File: src/rtl/csr_trap_seq_if.sv
// csr_trap_seq_if
// Bundles every request/response signal of csr_trap_seq so the sequencer and
// its neighbours (retire, CSR FU, CSR file, front end) share one port.
//   Commit write : cw_valid/cw_addr/cw_data -> cw_ready
//   Trap request : trap_valid/trap_pc/trap_cause/trap_tval -> trap_ready
//   Mret request : mret_valid -> mret_ready
//   CSR file     : mstatus_i/mtvec_i/mepc_i in, csr_wvalid/csr_waddr/csr_wdata out
//   Front end    : redirect_valid_o/redirect_pc_o, busy_o (issue stall)
// Modports: master = the environment driving requests and CSR state,
//           slave  = the sequencer itself.
interface csr_trap_seq_if #(
  parameter int XLEN = 64
);
  logic            cw_valid;
  logic [11:0]     cw_addr;
  logic [XLEN-1:0] cw_data;
  logic            cw_ready;
  logic            trap_valid;
  logic [XLEN-1:0] trap_pc;
  logic [XLEN-1:0] trap_cause;
  logic [XLEN-1:0] trap_tval;
  logic            trap_ready;
  logic            mret_valid;
  logic            mret_ready;
  logic [XLEN-1:0] mstatus_i;
  logic [XLEN-1:0] mtvec_i;
  logic [XLEN-1:0] mepc_i;
  logic            csr_wvalid;
  logic [11:0]     csr_waddr;
  logic [XLEN-1:0] csr_wdata;
  logic            redirect_valid_o;
  logic [XLEN-1:0] redirect_pc_o;
  logic            busy_o;

  modport master (
    output cw_valid, cw_addr, cw_data,
    output trap_valid, trap_pc, trap_cause, trap_tval,
    output mret_valid,
    output mstatus_i, mtvec_i, mepc_i,
    input  cw_ready, trap_ready, mret_ready,
    input  csr_wvalid, csr_waddr, csr_wdata,
    input  redirect_valid_o, redirect_pc_o, busy_o
  );

  modport slave (
    input  cw_valid, cw_addr, cw_data,
    input  trap_valid, trap_pc, trap_cause, trap_tval,
    input  mret_valid,
    input  mstatus_i, mtvec_i, mepc_i,
    output cw_ready, trap_ready, mret_ready,
    output csr_wvalid, csr_waddr, csr_wdata,
    output redirect_valid_o, redirect_pc_o, busy_o
  );
endinterface

File: src/rtl/csr_trap_seq.sv
// csr_trap_seq
// Owner of the single CSR-file write port. In IDLE it arbitrates between a
// commit-time CSR write (served combinationally, same cycle), a trap and an
// mret. A trap runs mepc -> mcause -> (mtval) -> mstatus writes, redirecting
// to mtvec with the last write; an mret writes mstatus and redirects to mepc.
// Ports:
//   clk  - clock
//   rst  - synchronous active-high reset
//   bus  - csr_trap_seq_if.slave: request handshakes, CSR file values in,
//          CSR write port, redirect pulse and busy stall out
// Parameters:
//   XLEN     - CSR / PC width
//   MTVAL_EN - 1: trap sequence writes mtval, 0: that step is skipped
module csr_trap_seq #(
  parameter int XLEN     = 64,
  parameter bit MTVAL_EN = 1'b1
) (
  input logic         clk,
  input logic         rst,
  csr_trap_seq_if.slave bus
);

  localparam logic [2:0] S_IDLE      = 3'd0;
  localparam logic [2:0] S_T_MEPC    = 3'd1;
  localparam logic [2:0] S_T_MCAUSE  = 3'd2;
  localparam logic [2:0] S_T_MTVAL   = 3'd3;
  localparam logic [2:0] S_T_MSTATUS = 3'd4;
  localparam logic [2:0] S_M_MSTATUS = 3'd5;

  localparam logic [11:0] A_MSTATUS = 12'h300;
  localparam logic [11:0] A_MEPC    = 12'h341;
  localparam logic [11:0] A_MCAUSE  = 12'h342;
  localparam logic [11:0] A_MTVAL   = 12'h343;

  logic [2:0]      state, state_nxt;
  logic [XLEN-1:0] pc_q, cause_q, tval_q;

  logic            cw_ready, trap_ready, mret_ready;
  logic            wvalid, redir_valid;
  logic [11:0]     waddr;
  logic [XLEN-1:0] wdata, redir_pc;
  logic [XLEN-1:0] ms_trap, ms_mret;

  // State register plus the trap operands captured on accept, so the
  // sequence keeps writing consistent values after retire moves on.
  always_ff @(posedge clk) begin
    if (rst) begin
      state   <= S_IDLE;
      pc_q    <= '0;
      cause_q <= '0;
      tval_q  <= '0;
    end else begin
      state <= state_nxt;
      if (trap_ready) begin
        pc_q    <= bus.trap_pc;
        cause_q <= bus.trap_cause;
        tval_q  <= bus.trap_tval;
      end
    end
  end

  // Arbitration, write-port mux and redirect generation. All strobes are
  // held low while rst is high so a reset cycle never issues a write or an
  // accept, whatever state it interrupts.
  always_comb begin
    state_nxt   = state;
    cw_ready    = 1'b0;
    trap_ready  = 1'b0;
    mret_ready  = 1'b0;
    wvalid      = 1'b0;
    waddr       = '0;
    wdata       = '0;
    redir_valid = 1'b0;
    redir_pc    = '0;

    // Trap entry: MPIE <= MIE, MIE <= 0, MPP <= M.
    ms_trap        = bus.mstatus_i;
    ms_trap[7]     = bus.mstatus_i[3];
    ms_trap[3]     = 1'b0;
    ms_trap[12:11] = 2'b11;

    // Trap return: MIE <= MPIE, MPIE <= 1, MPP <= M.
    ms_mret        = bus.mstatus_i;
    ms_mret[3]     = bus.mstatus_i[7];
    ms_mret[7]     = 1'b1;
    ms_mret[12:11] = 2'b11;

    if (!rst) begin
      case (state)
        S_IDLE: begin
          if (bus.cw_valid) begin
            cw_ready = 1'b1;
            wvalid   = 1'b1;
            waddr    = bus.cw_addr;
            wdata    = bus.cw_data;
          end else if (bus.trap_valid) begin
            trap_ready = 1'b1;
            state_nxt  = S_T_MEPC;
          end else if (bus.mret_valid) begin
            mret_ready = 1'b1;
            state_nxt  = S_M_MSTATUS;
          end
        end
        S_T_MEPC: begin
          wvalid    = 1'b1;
          waddr     = A_MEPC;
          wdata     = {pc_q[XLEN-1:1], 1'b0};
          state_nxt = S_T_MCAUSE;
        end
        S_T_MCAUSE: begin
          wvalid    = 1'b1;
          waddr     = A_MCAUSE;
          wdata     = cause_q;
          state_nxt = MTVAL_EN ? S_T_MTVAL : S_T_MSTATUS;
        end
        S_T_MTVAL: begin
          wvalid    = 1'b1;
          waddr     = A_MTVAL;
          wdata     = tval_q;
          state_nxt = S_T_MSTATUS;
        end
        S_T_MSTATUS: begin
          wvalid      = 1'b1;
          waddr       = A_MSTATUS;
          wdata       = ms_trap;
          redir_valid = 1'b1;
          redir_pc    = {bus.mtvec_i[XLEN-1:2], 2'b00};
          state_nxt   = S_IDLE;
        end
        S_M_MSTATUS: begin
          wvalid      = 1'b1;
          waddr       = A_MSTATUS;
          wdata       = ms_mret;
          redir_valid = 1'b1;
          redir_pc    = bus.mepc_i;
          state_nxt   = S_IDLE;
        end
        default: state_nxt = S_IDLE;
      endcase
    end
  end

  assign bus.cw_ready         = cw_ready;
  assign bus.trap_ready       = trap_ready;
  assign bus.mret_ready       = mret_ready;
  assign bus.csr_wvalid       = wvalid;
  assign bus.csr_waddr        = waddr;
  assign bus.csr_wdata        = wdata;
  assign bus.redirect_valid_o = redir_valid;
  assign bus.redirect_pc_o    = redir_pc;
  assign bus.busy_o           = (state != S_IDLE);

endmodule
File: src/flat_wrapper.sv
// flat-port wrapper written by rule: the top's interface ports become plain ports
module csr_trap_seq_flat 
#(
  parameter int XLEN     = 64,
  parameter bit MTVAL_EN = 1'b1
)
  (clk, rst, bus_cw_valid, bus_cw_addr, bus_cw_data, bus_trap_valid, bus_trap_pc, bus_trap_cause, bus_trap_tval, bus_mret_valid, bus_mstatus_i, bus_mtvec_i, bus_mepc_i, bus_cw_ready, bus_trap_ready, bus_mret_ready, bus_csr_wvalid, bus_csr_waddr, bus_csr_wdata, bus_redirect_valid_o, bus_redirect_pc_o, bus_busy_o);
  csr_trap_seq_if #(.XLEN(XLEN)) bus_i ();
  input logic clk;
  input logic rst;
  input wire logic [$bits(bus_i.cw_valid)-1:0] bus_cw_valid;
  input wire logic [$bits(bus_i.cw_addr)-1:0] bus_cw_addr;
  input wire logic [$bits(bus_i.cw_data)-1:0] bus_cw_data;
  input wire logic [$bits(bus_i.trap_valid)-1:0] bus_trap_valid;
  input wire logic [$bits(bus_i.trap_pc)-1:0] bus_trap_pc;
  input wire logic [$bits(bus_i.trap_cause)-1:0] bus_trap_cause;
  input wire logic [$bits(bus_i.trap_tval)-1:0] bus_trap_tval;
  input wire logic [$bits(bus_i.mret_valid)-1:0] bus_mret_valid;
  input wire logic [$bits(bus_i.mstatus_i)-1:0] bus_mstatus_i;
  input wire logic [$bits(bus_i.mtvec_i)-1:0] bus_mtvec_i;
  input wire logic [$bits(bus_i.mepc_i)-1:0] bus_mepc_i;
  output wire logic [$bits(bus_i.cw_ready)-1:0] bus_cw_ready;
  output wire logic [$bits(bus_i.trap_ready)-1:0] bus_trap_ready;
  output wire logic [$bits(bus_i.mret_ready)-1:0] bus_mret_ready;
  output wire logic [$bits(bus_i.csr_wvalid)-1:0] bus_csr_wvalid;
  output wire logic [$bits(bus_i.csr_waddr)-1:0] bus_csr_waddr;
  output wire logic [$bits(bus_i.csr_wdata)-1:0] bus_csr_wdata;
  output wire logic [$bits(bus_i.redirect_valid_o)-1:0] bus_redirect_valid_o;
  output wire logic [$bits(bus_i.redirect_pc_o)-1:0] bus_redirect_pc_o;
  output wire logic [$bits(bus_i.busy_o)-1:0] bus_busy_o;
  assign bus_i.cw_valid = bus_cw_valid;
  assign bus_i.cw_addr = bus_cw_addr;
  assign bus_i.cw_data = bus_cw_data;
  assign bus_i.trap_valid = bus_trap_valid;
  assign bus_i.trap_pc = bus_trap_pc;
  assign bus_i.trap_cause = bus_trap_cause;
  assign bus_i.trap_tval = bus_trap_tval;
  assign bus_i.mret_valid = bus_mret_valid;
  assign bus_i.mstatus_i = bus_mstatus_i;
  assign bus_i.mtvec_i = bus_mtvec_i;
  assign bus_i.mepc_i = bus_mepc_i;
  assign bus_cw_ready = bus_i.cw_ready;
  assign bus_trap_ready = bus_i.trap_ready;
  assign bus_mret_ready = bus_i.mret_ready;
  assign bus_csr_wvalid = bus_i.csr_wvalid;
  assign bus_csr_waddr = bus_i.csr_waddr;
  assign bus_csr_wdata = bus_i.csr_wdata;
  assign bus_redirect_valid_o = bus_i.redirect_valid_o;
  assign bus_redirect_pc_o = bus_i.redirect_pc_o;
  assign bus_busy_o = bus_i.busy_o;
  csr_trap_seq #(.XLEN(XLEN), .MTVAL_EN(MTVAL_EN)) u_core (.clk(clk), .rst(rst), .bus(bus_i));
endmodule
File: config.mk
export PLATFORM = sky130hd
export DESIGN_NAME = csr_trap_seq_flat
export DESIGN_NICKNAME = d
export VERILOG_FILES = /design/src/rtl/csr_trap_seq_if.sv /design/src/rtl/csr_trap_seq.sv /design/src/flat_wrapper.sv
export SDC_FILE = /design/constraint.sdc
export NUM_CORES = 1
export LEC_CHECK = 0
export BUFFER_PORTS_ARGS = -buffer_cell sky130_fd_sc_hd__buf_2
export CAP_MARGIN = 20
export CELL_PAD_IN_SITES_DETAIL_PLACEMENT = 1
export CELL_PAD_IN_SITES_GLOBAL_PLACEMENT = 1
export CORE_AREA = 2 2 237 239
export CTS_CLUSTER_SIZE = 10
export DETAILED_ROUTE_END_ITERATION = 8
export DIE_AREA = 0 0 239 241
export GPL_TIMING_DRIVEN = 0
export PLACE_DENSITY = 0.59
export SYNTH_ARGS = -nofsm -noshare
export SYNTH_HDL_FRONTEND = slang
export SYNTH_SLANG_ARGS = --single-unit
File: constraint.sdc
create_clock -name clk -period 2.3 [get_ports clk]
set_clock_uncertainty 0.2 [all_clocks]
set_input_delay 0.115 -clock clk [delete_from_list [all_inputs] [get_ports clk]]
set_output_delay 0.115 -clock clk [all_outputs]
set_load 0.1 [all_outputs]
==> summary.txt <==
Vias -> 13270
fin crit period -> 2.605 ns
CTS sink cnt -> 194
Post-DP HPWL -> 53370 microns
number of synthesized flops with an enable pin -> 0
CTS max path bufs -> 2
# fillers -> 5919
CTS tree -> yes
Synth Instances -> 1218
total nets after synthesis -> 1683
share of post-route cells with drive strength above 1 -> 59.30%
non-filler cells, final -> 2808
Post-Syn Area per Cell -> 10.09 sq um
Final Max Tran Viols -> 0
die extent in x -> 239 microns
Power Density -> 512.5 mW/mm^2
Cell Rows -> 86
mux cell area share after synthesis -> 32.15%
final wirelength -> 75600 microns
I/O pin total -> 611
Synth Flop Type -> dfxtp_1
Synth cell types -> 44
Fmax -> 383.9 MHz
vias in the first global route -> 14740
Yosys top cell area share -> 31.61%
final design utilization -> 43.98%
XOR/XNOR share of the synthesized area -> 0.07128%
Max transition margin -> 48.91%
routed length per placed instance -> 26.92 microns
Synth Area in Simple Gates -> 19.08%
clock slew at reported path FFs -> 0.08 ns
H-tree levels -> 4
RePlAce Congestion -> 0.8086
placed instance count -> 2527
setup ws final -> -0.3046 ns
total power -> 12370 uW
synthesized area -> 0.01229 sq mm
gr usage total -> 24.83%
Seq cells post-synth -> 194
CTS buffer count -> 17
Worst-Skew Late Latency -> 0.48 ns
GR Overflow Total -> 0
Fin Hold WS -> 0.01681 ns
CORE AREA -> 0.05488 sq mm
LEAKAGE -> 0.01018 uW
crit path DAT -> 2.29 ns
number of vias per cell -> 4.725
top cell type by total area after synthesis -> dfxtp_1
CP endpoint kind -> output port
Worst Max-Slew Pin Slew -> 0.7664 ns
Worst Path Required -> 1.99 ns
crit path max fanout -> 10
Synth-to-Final Area Change -> 96.43%
initial antenna violation count -> 24
outcome -> finished, violations left
Synth Area in Compound Gates -> 11.43%
DRT Pass-1 Iters -> 5
pin count of the biggest net entering global routing -> 17
setup_tns -> -20.68 ns
root buf cell -> clkbuf_16
DRC -> 0
I/O Buffers -> 604
failing checks -> setup timing
peak supply drop -> 523.1 uV
combinational family with the most area after synthesis -> multiplexers
Die Y -> 241 microns
final hold viol count -> 0
DRT iter0 DRCs -> 498
critical path class -> flip-flop to output port
FFs w/ async S/R, synth -> 0%
Die ar. -> 0.05760 sq mm
Synth area leaders -> dfxtp_1 32%, mux2_4 22%, nor2b_1 9.9%, mux2i_1 8.0%, a21oi_1 2.7%
reported max-cap violation count -> 0
RSZ-0062 raised after global routing -> true
hold crit path type -> primary input to flip-flop
Seq/Total Area, Yosys -> 31.61%
Adder-Cell Fraction of Synth Area -> 0%
Tcrit/Tclk final -> 113.2%
ANT nets after route -> 0
critical path launch point type -> flip-flop
multi-input logic area -> 0.009866 sq mm
Reg area -> 0.003892 sq mm
count of warnings emitted by yosys -> 0
Initial Utilization -> 22.39%
first-pass GRT wire length -> 101900 microns
nets -> 2539
final setup fails -> 135
## through the flow
step | setup WS [ns] | area (sq um)
floorplan | -0.4269 | 13090
global placement | -0.8694 | 17000
detailed placement | -0.8854 | 17010
CTS | -0.3248 | 22590
global route | -0.3476 | 24130
finish | -0.3046 | 24130
## cell usage after synthesis (2+ instances only)
| cell | n |
|---|---|
| nor2b_1 | 195 |
| dfxtp_1 | 194 |
| mux2_4 | 179 |
| mux2i_1 | 98 |
| a21oi_1 | 66 |
| nor2_1 | 64 |
| clkbuf_1 | 50 |
| nand2_1 | 43 |
| buf_2 | 40 |
| a21o_1 | 35 |
| a2bb2oi_1 | 34 |
| nand3b_1 | 34 |
| and3b_1 | 29 |
| mux2_2 | 25 |
| buf_6 | 20 |
| o21ai_0 | 15 |
| a222oi_1 | 13 |
| a32oi_1 | 13 |
| a22oi_1 | 12 |
| and3_1 | 11 |
| buf_4 | 8 |
| and2_1 | 7 |
| inv_1 | 4 |
| nand2b_1 | 4 |
| a211oi_1 | 2 |
| a22o_1 | 2 |
| a31oi_1 | 2 |
| nor3_1 | 2 |
| o22a_1 | 2 |
## per-layer routing
metal	part of all wire [%]	global-route usage (%)	vias up	wire length, microns
met5	0.11	0	-	85
met3	4.5	4.198	130	3421
met4	4.5	12.92	14	3433
met1	38	26.96	6609	28900
li1	-	-	6065	-
met2	53	46.17	451	39760
## what timing repair did
item	CTS	global route
hold endpoints to repair	193	0
resized for setup	752	285
setup endpoints to repair	146	145
pin swaps	16	15
gates cloned	3	5
setup buffers	14	17
hold buffers	194	0
## flip-flops by register name (all words and copies together), names as in the netlist
register        count
u_core.cause_q     64
u_core.tval_q      64
u_core.pc_q        63
u_core.state        3
## cells in the final DEF (no fill, tap or decap), types with 7 or more instances in the layout
| cell | count |
|---|---|
| buf_12 | 134 |
| a32oi_1 | 10 |
| buf_6 | 59 |
| buf_2 | 465 |
| nand2_1 | 39 |
| clkbuf_4 | 10 |
| buf_4 | 27 |
| and3b_1 | 28 |
| a222oi_1 | 13 |
| mux2i_2 | 11 |
| nor2_4 | 47 |
| mux2_4 | 179 |
| and2_2 | 7 |
| clkbuf_16 | 27 |
| o21ai_0 | 9 |
| mux2i_1 | 47 |
| nor2_1 | 10 |
| diode_2 | 18 |
| a21o_1 | 34 |
| a22oi_2 | 12 |
| a2bb2oi_2 | 29 |
| mux2i_4 | 40 |
| a21oi_4 | 63 |
| dfxtp_1 | 191 |
| and3_1 | 8 |
| nand3b_1 | 34 |
| buf_8 | 22 |
| mux2_2 | 25 |
| clkbuf_1 | 20 |
| nor2b_1 | 192 |
| nor2_2 | 7 |
| dlygate4sd3_1 | 194 |
## area by class of cell
type	count	share of cell area (%)
antenna	18	0.1866
tap	704	3.650
multi-input combinational	900	40.88
sequential	194	16.13
clock buffer	19	1.794
inverter	5	0.1452
buffer	119	5.972
timing repair buffer	837	30.59
clock inverter	12	0.6532
## worst paths after layout
check | startpoint | to | slack [ns] | depth (start not counted)
max reg2reg | u_core.state[0]$_SDFFE_PP0P_ | u_core.cause_q[47]$_SDFFE_PP0P_ | 0.10 | 9
min | bus_trap_valid | u_core.tval_q[31]$_SDFFE_PP0P_ | 0.02 | 4
min reg2reg | u_core.tval_q[37]$_SDFFE_PP0P_ | u_core.tval_q[37]$_SDFFE_PP0P_ | 0.41 | 2
max | u_core.state[1]$_SDFFE_PP0P_ | bus_csr_waddr[11] | -0.30 | 6
## worst max-delay path, cell delays in order (launching register included)
cell     delay (ns)
dfxtp_4        0.37
buf_8          0.15
nor4b_4        0.29
nor2b_2        0.31
buf_4          0.24
and2_2         0.21
buf_6          0.23
## where the power goes
part           leakage (uW)  internal (uW)  switching, uW
combinational       0.00832           2470           2940
clock              0.000280           1710           1540
sequential          0.00158           3580            124
total                0.0102           7760           4600
## cells by family (layout without fill, tap and decap cells)
| family | after synthesis | in the layout |
|---|---|---|
| other | 0 | 18 |
| DFF | 194 | 194 |
| buffers and inverters | 124 | 992 |
| and+or+nand+nor | 396 | 396 |
| xor gates and xnor gates | 1 | 1 |
| muxes | 302 | 302 |
| AOI/OAI and AO/OA | 201 | 201 |
Note: power is estimated with default switching activity, not from simulation.
